$ cat config.mk
export PLATFORM = sky130hd
export DESIGN_NAME = input_bcd_entry
export DESIGN_NICKNAME = d
export VERILOG_FILES = /design/src/rtl/input_bcd_entry_pkg.sv /design/src/rtl/input_bcd_entry_key_debounce.sv /design/src/rtl/input_bcd_entry.sv
export SDC_FILE = /design/constraint.sdc
export NUM_CORES = 1
export LEC_CHECK = 0
export CORE_UTILIZATION = 30
export CTS_CLUSTER_DIAMETER = 200
export CTS_CLUSTER_SIZE = 10
export DETAILED_ROUTE_END_ITERATION = 8
export SYNTH_ARGS = -nofsm -noshare
export SYNTH_HDL_FRONTEND = slang
export SYNTH_SLANG_ARGS = --single-unit
$ cat constraint.sdc
create_clock -name clock -period 2.9 [get_ports clock]
set_input_delay 0.58 -clock clock [delete_from_list [all_inputs] [get_ports clock]]
set_output_delay 0.58 -clock clock [all_outputs]
set_load 0.02 [all_outputs]
$ cat src/rtl/input_bcd_entry_pkg.sv
// Shared definitions for the IN-instruction BCD entry block.
// - FSM state encodings (3-bit constants, kept as plain localparams so the
//   encodings line up with the legacy state values).
// - BCD geometry: digit count, largest legal digit, accumulator width.
// - bcd_all_valid(): true when every nibble of a 4-digit word is 0..9.
package input_bcd_entry_pkg;

  localparam logic [2:0] ST_IDLE         = 3'd0;
  localparam logic [2:0] ST_WAIT_PRESS   = 3'd1;
  localparam logic [2:0] ST_CONVERT      = 3'd2;
  localparam logic [2:0] ST_DONE         = 3'd3;
  localparam logic [2:0] ST_WAIT_RELEASE = 3'd4;

  localparam int unsigned BCD_DIGITS    = 4;
  localparam int unsigned BCD_MAX_DIGIT = 9;
  localparam int unsigned BCD_W         = 4 * BCD_DIGITS;
  // 9999 = 0x270F fits in 14 bits.
  localparam int unsigned ACC_W         = 14;

  function automatic logic bcd_all_valid(input logic [BCD_W-1:0] value);
    logic ok;
    ok = 1'b1;
    for (int unsigned i = 0; i < BCD_DIGITS; i++) begin
      if (value[4*i +: 4] > 4'(BCD_MAX_DIGIT)) begin
        ok = 1'b0;
      end
    end
    return ok;
  endfunction

endpackage

$ cat src/rtl/input_bcd_entry_key_debounce.sv
// Enter-key conditioning: 2-flop synchronizer, debounce counter, stable level
// and a one-cycle press pulse.
// Ports:
//   i_clock        system clock, rising edge
//   i_reset        synchronous, active-low reset
//   i_key_n        raw asynchronous key, active-low (0 = pressed)
//   o_press_pulse  one-cycle pulse on the stable released->pressed transition
//   o_released     stable (debounced) key level, 1 = released
module key_debounce #(
  parameter int unsigned DEBOUNCE_CYCLES = 500000
) (
  input  logic i_clock,
  input  logic i_reset,
  input  logic i_key_n,
  output logic o_press_pulse,
  output logic o_released
);

  localparam int unsigned CNT_W = (DEBOUNCE_CYCLES > 2) ? $clog2(DEBOUNCE_CYCLES) : 1;
  localparam logic [CNT_W-1:0] CNT_LAST = CNT_W'(DEBOUNCE_CYCLES - 1);

  logic             r_sync1;
  logic             r_sync2;
  logic             r_stable;
  logic             r_press;
  logic [CNT_W-1:0] r_cnt;

  always_ff @(posedge i_clock) begin
    if (!i_reset) begin
      r_sync1  <= 1'b1;
      r_sync2  <= 1'b1;
      r_stable <= 1'b1;
      r_press  <= 1'b0;
      r_cnt    <= '0;
    end else begin
      r_sync1 <= i_key_n;
      r_sync2 <= r_sync1;
      r_press <= 1'b0;
      if (r_sync2 != r_stable) begin
        // The synced level must disagree for DEBOUNCE_CYCLES consecutive
        // cycles before it is accepted; any agreeing cycle restarts the count.
        if (r_cnt == CNT_LAST) begin
          r_stable <= r_sync2;
          r_cnt    <= '0;
          r_press  <= ~r_sync2;
        end else begin
          r_cnt <= r_cnt + 1'b1;
        end
      end else begin
        r_cnt <= '0;
      end
    end
  end

  assign o_press_pulse = r_press;
  assign o_released    = r_stable;

endmodule

$ cat src/rtl/input_bcd_entry.sv
// Front end for the IN instruction: while the core requests input, waits for
// an enter press, checks the four BCD digits on the switches, converts them to
// binary (4 multiply-accumulate cycles) and returns the value via req/valid.
// Ports:
//   clock        system clock, rising edge
//   reset        synchronous, active-low reset
//   in_req       core wants a value; held until data_valid has been seen
//   switches     four BCD digits, [15:12] thousands ... [3:0] units
//   key_n        enter button, asynchronous, active-low
//   data_out     converted binary value, zero-extended to DATA_W
//   data_valid   data_out is valid for the current request
//   waiting      block is waiting for the enter press (LED)
//   digit_error  last press rejected because a digit was above 9
module input_bcd_entry
  import input_bcd_entry_pkg::*;
#(
  parameter int unsigned DEBOUNCE_CYCLES = 500000,
  parameter int unsigned DATA_W          = 32
) (
  input  logic              clock,
  input  logic              reset,
  input  logic              in_req,
  input  logic [15:0]       switches,
  input  logic              key_n,
  output logic [DATA_W-1:0] data_out,
  output logic              data_valid,
  output logic              waiting,
  output logic              digit_error
);

  logic [2:0]        r_state;
  logic [BCD_W-1:0]  r_shift;
  logic [ACC_W-1:0]  r_acc;
  logic [1:0]        r_digit_cnt;
  logic [DATA_W-1:0] r_data_out;
  logic              r_data_valid;
  logic              r_digit_error;

  logic              w_press_pulse;
  logic              w_released;
  logic [ACC_W-1:0]  w_acc_next;

  key_debounce #(
    .DEBOUNCE_CYCLES(DEBOUNCE_CYCLES)
  ) u_key_debounce (
    .i_clock       (clock),
    .i_reset       (reset),
    .i_key_n       (key_n),
    .o_press_pulse (w_press_pulse),
    .o_released    (w_released)
  );

  // acc*10 + next digit, most significant digit first.
  assign w_acc_next = (r_acc << 3) + (r_acc << 1) + ACC_W'(r_shift[BCD_W-1 -: 4]);

  always_ff @(posedge clock) begin
    if (!reset) begin
      r_state       <= ST_IDLE;
      r_shift       <= '0;
      r_acc         <= '0;
      r_digit_cnt   <= '0;
      r_data_out    <= '0;
      r_data_valid  <= 1'b0;
      r_digit_error <= 1'b0;
    end else begin
      case (r_state)
        ST_IDLE: begin
          if (in_req) begin
            r_state       <= ST_WAIT_PRESS;
            r_digit_error <= 1'b0;
            r_data_valid  <= 1'b0;
          end
        end
        ST_WAIT_PRESS: begin
          if (!in_req) begin
            r_state <= ST_IDLE;
          end else if (w_press_pulse) begin
            if (bcd_all_valid(switches)) begin
              r_shift       <= switches;
              r_acc         <= '0;
              r_digit_cnt   <= '0;
              r_digit_error <= 1'b0;
              r_state       <= ST_CONVERT;
            end else begin
              r_digit_error <= 1'b1;
            end
          end
        end
        ST_CONVERT: begin
          r_acc       <= w_acc_next;
          r_shift     <= r_shift << 4;
          r_digit_cnt <= r_digit_cnt + 1'b1;
          if (r_digit_cnt == 2'(BCD_DIGITS - 1)) begin
            r_data_out   <= DATA_W'(w_acc_next);
            r_data_valid <= 1'b1;
            r_state      <= ST_DONE;
          end
        end
        ST_DONE: begin
          if (!in_req) begin
            r_data_valid <= 1'b0;
            r_state      <= ST_WAIT_RELEASE;
          end
        end
        ST_WAIT_RELEASE: begin
          // A key still held from the previous IN must be released first.
          if (w_released) begin
            r_state <= ST_IDLE;
          end
        end
        default: begin
          r_state <= ST_IDLE;
        end
      endcase
    end
  end

  assign data_out    = r_data_out;
  assign data_valid  = r_data_valid;
  assign waiting     = (r_state == ST_WAIT_PRESS);
  assign digit_error = r_digit_error;

endmodule

---- Word level (Yosys, flattened, before mapping) ----
Index checks and enable logic that the tools add are counted.
cells by class
  $add $sub $neg .......................... 4
  $lt $le $gt $ge ......................... 4
  equal/unequal tests ..................... 16
  muxes and demuxes ....................... 36
  bitwise operators ....................... 3
  reduce and logical (&&, ||, !) cells .... 12
operators with widths
  operator                 count
  $mux W16                 3
  $mux W13                 3
  $pmux W16 S2             1
  $pmux W13 S2             1
  $mux W3                  7
  $add A19 B1 Y19 const B  1
  $eq A19 B19 Y1 const B   1
  $gt A4 B4 Y1 const B     4
  $pmux W3 S5              1
  $add A14 B14 Y14         1
  $add A14 B4 Y14          1
  $mux W1                  14
  $reduce_and A4 Y1        3
  $ne A2 B2 Y1 const B     4
  $eq A3 B2 Y1 const B     2
  $mux W2                  3
  $ne A2 B1 Y1 const B     3
  $ne A3 B2 Y1 const B     2
  $reduce_and A6 Y1        1
  $pmux W2 S2              1
  $reduce_and A2 Y1        2
  $reduce_bool A2 Y1       2
  $eq A3 B1 Y1 const B     1
  $eq A3 B3 Y1 const B     1
  other kinds (10)         12
storage, ports and cells
  register bits ........................... 73
  bits of input ports ..................... 20
  output and inout bits ................... 35

---- Longest topological paths before layout ----
  depth in word-level cells ............... 13
  gate-level depth with buffers ........... 10
  mapped depth without buffers ............ 10

---- Modules after synthesis ----
A second synthesis with hierarchy kept.
unflattened totals
  cells, all modules ...................... 434
  area, all modules ....................... 3862.5 sq um
by module, submodules not included
  module           times used  cells an instance  area each (sq um)  sequential area each (sq um)
  input_bcd_entry  1           319                2832.7             1001.0
  key_debounce     1           115                1029.7             460.4

---- Worst setup path after synthesis ----
Ideal clock, no wire load.
  path type ............................... flip-flop to flip-flop
  start ................................... reg r_shift[15]
  end ..................................... reg r_data_out[10], in the netlist data_out[10]
  setup time .............................. 0.086 ns
  arrival ................................. 2.319 ns
  data required time ...................... 2.814 ns
  setup slack ............................. 0.495 ns
  cell stages (with the launch flop) ...... 11
  buffers on the path ..................... 0
  cells stage by stage .................... dfxtp_1 inv_1 fa_1 inv_1 fa_1 a21oi_1 o21ai_0 a21oi_1 a21oi_2 xnor2_1 a211oi_1
between the ends
  longest elaborated chain between the ends .. 1
ends and longest elaborated chain
  what                      RTL line               RTL
  start: declaration        input_bcd_entry.sv:32  logic [BCD_W-1:0] r_shift;
  start signal: assignment  input_bcd_entry.sv:79  r_shift <= switches;
  start signal: assignment  input_bcd_entry.sv:91  r_shift <= r_shift << 4;
  $add A14 B4 Y14           input_bcd_entry.sv:54  assign w_acc_next = (r_acc << 3) + (r_acc << 1) + ACC_W'(r_shift[BCD_W-1 -: 4]);
  end signal: assignment    input_bcd_entry.sv:94  r_data_out <= DATA_W'(w_acc_next);
  end: declaration          input_bcd_entry.sv:35  logic [DATA_W-1:0] r_data_out;
No other way between the ends.
A chain may end at the register's enable or synchronous reset.

---- Worst setup path after layout ----
  start ................................... reg r_acc[0]
  end ..................................... reg r_data_out[10], in the netlist data_out[10]
between the ends
  longest elaborated chain between the ends .. 2
ends and longest elaborated chain
  what                      RTL line               RTL
  start: declaration        input_bcd_entry.sv:33  logic [ACC_W-1:0] r_acc;
  start signal: assignment  input_bcd_entry.sv:90  r_acc <= w_acc_next;
  $add A14 B14 Y14          input_bcd_entry.sv:54
  $add A14 B4 Y14           input_bcd_entry.sv:54
No other way between the ends.

==> reports/results.txt <==
At the end of the flow, the number of nets in the layout was 519. In the final layout, the share of cells above drive strength 1 is 8.787%. The total overflow left after global routing is 0. After clock tree synthesis, the clock-pin slew on the worst setup and hold paths is 60 ps. The via count came out at 3,063.

The average via count per standard cell was 4.741; the final routed wire length divided by cell count was 12.74 microns. During I/O placement, the number of pins put on the boundary was 55. The total number of H-tree levels was 3.

The worst voltage drop across the vdd grid is 0.0002920 V. Worst min-delay path category: register to register. Data on the critical path arrives at its endpoint at 2930 ps. For this run, the number of standard cells in the final layout without fillers is 646.

The signal on the critical path passes through inv_1 -> fa_1 -> inv_1 -> fa_1 -> a21oi_1 -> o21ai_0 -> a21oi_2 -> a21oi_2 -> xnor2_1 -> a211oi_1. The number of failing hold endpoints at the final stage was 0. The clock network latency to the later pin of the worst-skew pair is 340 ps, and the count of antenna-violating nets left after detailed routing is 0. The run gives 6.004 mm as the HPWL after detailed placement. The core region is 12,160 sq um. The transition time at the pin with the least slew margin was 706.2 ps; the final critical-path required period was 2680 ps.

For the worst-case clock skew, the log shows 3.926 ps. A synthesized cell averages 8.597 sq um. The depth of the worst hold-timing path works out to 1. The sequential fraction of the synthesis area came out at 38.55%.

The critical path in this run is classified as register to register. The start point of the worst min-delay path was u_key_debounce.r_sync1. Power comes to 2.450 mW. The data required time at the worst endpoint is 3150 ps. In the synthesized netlist, the number of instances is 441. The flow ran to the end, and the final reports show no timing, DRC or antenna violations. Share of the clock period used by the worst path: 92.40%.

The tools report the kind of end point of the critical path as a register. The number of synthesized register bits was 73; the number of maximum-capacitance violations was 0. Of all flip-flops after synthesis, the portion carrying an async set or reset was 0%.

The leading cell type in the layout, fill and taps excluded was sky130_fd_sc_hd__dfxtp_1. In the post-synthesis netlist, the biggest area contributors are sky130_fd_sc_hd__dfxtp_1, sky130_fd_sc_hd__ha_1, sky130_fd_sc_hd__nor2_1. Setup repair after global routing left no endpoint under its margin.

Routability-driven placement finished with a final weighted congestion of 0.8252. The area growth from synthesis to layout is 21.45%. The starting DRC count in detailed routing was 147; the count of standard-cell rows was 40. The count of cell types in the netlist was 55.

Setup slack closes at 220.4 ps. The worst setup path is launched from a register. The area share of the leading cell type in the synthesized netlist was 38.55%; the total area of sequential cells was 1461 sq um.

For flop-to-flop paths, the worst setup slack is 220 ps. In this run the worst setup path begins at r_acc[0]. The via count of the first global-routing pass is 2,913, and the number of warnings printed during yosys synthesis is 0. In this run the tightest slew margin relative to its limit is 52.92%. The leakage dissipation came out at 1.740 nW. The number of pins exceeding their max-slew limit in the final report was 0. Measured along the x axis, the die boundary spans 114.4 microns. The library cells used most frequently in the layout, excluding fill and tap cells, are sky130_fd_sc_hd__dfxtp_1, sky130_fd_sc_hd__nor2_1, sky130_fd_sc_hd__nand2_1. The cell family contributing the most delay on the critical path is compound AO/OA/AOI/OAI gates. For this design, the sink count on the clock tree is 73.

Counting along the longest clock path gives a buffer depth of 2. The post-synthesis instance area was 3791 sq um. The run gives 31.17% as the effective utilization at floorplan.

The post-synthesis cell type with the largest combined area was sky130_fd_sc_hd__dfxtp_1. The layout has 1,259 filler cells. The logs give 0 for the number of antenna violations at the first check in global routing and 4 for the detailed-routing iteration count for the pre-antenna-repair pass.

The tools report the footprint of the multi-input gates as 2110 sq um. The maximum cell stage delay along the critical path is 500 ps. The number of antenna diodes in the final layout is 0. In this run, synthesis inferred 0 flip-flops with an integrated enable.

The tools report the DRC violations left as 0. For the die footprint, the log shows 13,090 sq um. Static timing analysis puts the maximum clock frequency at 373.2 MHz. The flip-flop cell with the highest count after synthesis was sky130_fd_sc_hd__dfxtp_1. The total wire length after detailed routing was 8.227 mm; the pin count of the biggest net entering global routing was 31.

The path with the worst hold slack has its endpoint at u_key_debounce.r_sync2. Global routing consumed, over all layers together, 13.60% of the routing resources. The count of buffers inserted at the top-level ports is 36, and the number of buffers created by CTS is 9. The worst reg2reg path depth was 10; the number of hold buffers added after cts was 0.

Number of placed instances, taps included: 630. The tools report the terminus of the critical flop-to-flop path as data_out[10]. OpenSTA, run right after detailed placement, puts the worst setup slack at 201.5 ps. The run gives 0 as the total of endpoints with negative setup slack in the final report. In this run the critical register-to-register path is launched from r_acc[0]. Cells fill 37.86% of the core in the end.

The first global-routing pass estimated 13.88 mm of wire. After routing, the total negative slack on setup checks comes to 0 ps. For this design the ratio of total power to cell area is 532.1 nW/um^2.

CTS placed an instance of sky130_fd_sc_hd__clkbuf_16 at the clock tree root. Counting both buffers and inverters, the worst setup path holds a total of 2. The largest individual stage delay along the critical path comes from the cell sky130_fd_sc_hd__fa_1. Of all nets on the critical path, the largest fanout is 3.

TritonCTS built the clock tree. From bottom edge to top edge, the die measures 114.4 microns.
==> repair_timing <==
item,in CTS,in global routing
resized for setup,0,2
setup buffers,0,0
setup endpoints to repair,0,2
==> how the worst max path moves through the flow <==
stage                               to  slack [ps]  cells after the start
after CTS                 data_out[10]         180                     10
after global placement        r_acc[6]         260                      7
final                     data_out[10]         220                     10
after floorplan           data_out[10]         490                     10
after global routing      data_out[10]          20                     10
after detailed placement  data_out[10]         200                     10
==> cell families after synthesis <==
group,share of synthesized area (%)
multiplexers,0.5281
other,0.09891
buffers and inverters,7.722
flip-flops,38.55
AO/OA/AOI/OAI,14.52
AND/OR/NAND/NOR,22.67
adder cells (fa/ha/maj),8.977
XOR/XNOR,6.931
==> Yosys cell counts (2+ instances only) <==
master / number
sky130_fd_sc_hd__mux2i_1: 2
sky130_fd_sc_hd__nand2b_1: 2
sky130_fd_sc_hd__a311oi_1: 8
sky130_fd_sc_hd__inv_1: 14
sky130_fd_sc_hd__o21ai_1: 5
sky130_fd_sc_hd__xor2_1: 15
sky130_fd_sc_hd__a22oi_1: 8
sky130_fd_sc_hd__nor3_1: 3
sky130_fd_sc_hd__ha_1: 24
sky130_fd_sc_hd__buf_4: 20
sky130_fd_sc_hd__nor2_1: 64
sky130_fd_sc_hd__buf_6: 3
sky130_fd_sc_hd__nand2_1: 57
sky130_fd_sc_hd__a21oi_2: 2
sky130_fd_sc_hd__clkbuf_1: 9
sky130_fd_sc_hd__a211oi_1: 4
sky130_fd_sc_hd__and3_1: 2
sky130_fd_sc_hd__nand4b_1: 2
sky130_fd_sc_hd__nor3b_1: 2
sky130_fd_sc_hd__nand4_1: 5
sky130_fd_sc_hd__o21a_1: 2
sky130_fd_sc_hd__a311oi_2: 5
sky130_fd_sc_hd__o21ai_0: 14
sky130_fd_sc_hd__nand3_1: 26
sky130_fd_sc_hd__dfxtp_1: 73
sky130_fd_sc_hd__o211ai_1: 2
sky130_fd_sc_hd__fa_1: 2
sky130_fd_sc_hd__xnor2_1: 15
sky130_fd_sc_hd__a21oi_1: 20
sky130_fd_sc_hd__buf_2: 3
sky130_fd_sc_hd__or2_2: 4
==> per-stage QoR <==
step	area (sq um)	hold slack, ps
CTS	4596	441.8
detailed placement	4232	429.5
floorplan	3855	386.3
global placement	4232	404.9
global route	4604	473.5
finish	4604	434.3
==> power by group <==
group	total [mW]	internal (mW)	switching (mW)	leakage, nW
clock network	1.32	0.910	0.414	0.175
logic	0.112	0.0442	0.0675	0.976
registers	1.01	1.01	0.00634	0.589
==> layout make-up <==
cell class	count	area share, %
Clock buffer	12	5.788
Clock inverter	4	2.120
Multi-Input combinational cell	334	45.82
Inverter	15	1.223
Sequential cell	73	31.74
Timing Repair Buffer	40	8.750
Tap cell	168	4.565
==> sequential cells by signal, summed over array words and instances (netlist names) <==
| signal | cells |
|---|---|
| u_key_debounce.r_sync2 | 1 |
| r_digit_cnt | 2 |
| r_state | 3 |
| u_key_debounce.o_released | 1 |
| u_key_debounce.r_cnt | 19 |
| r_acc | 13 |
| data_valid | 1 |
| u_key_debounce.r_sync1 | 1 |
| data_out | 14 |
| digit_error | 1 |
| u_key_debounce.o_press_pulse | 1 |
| r_shift | 16 |
==> per-layer routing <==
metal	GRT usage (%)	part of all wire (%)	vias to the layer above
met2	21.49	46	52
met3	4.341	4.0	10
met4	4.848	1.6	0
li1	-	-	1557
met5	0	0	-
met1	17.37	49	1444
No activity file was read; power rests on OpenSTA's default activity.
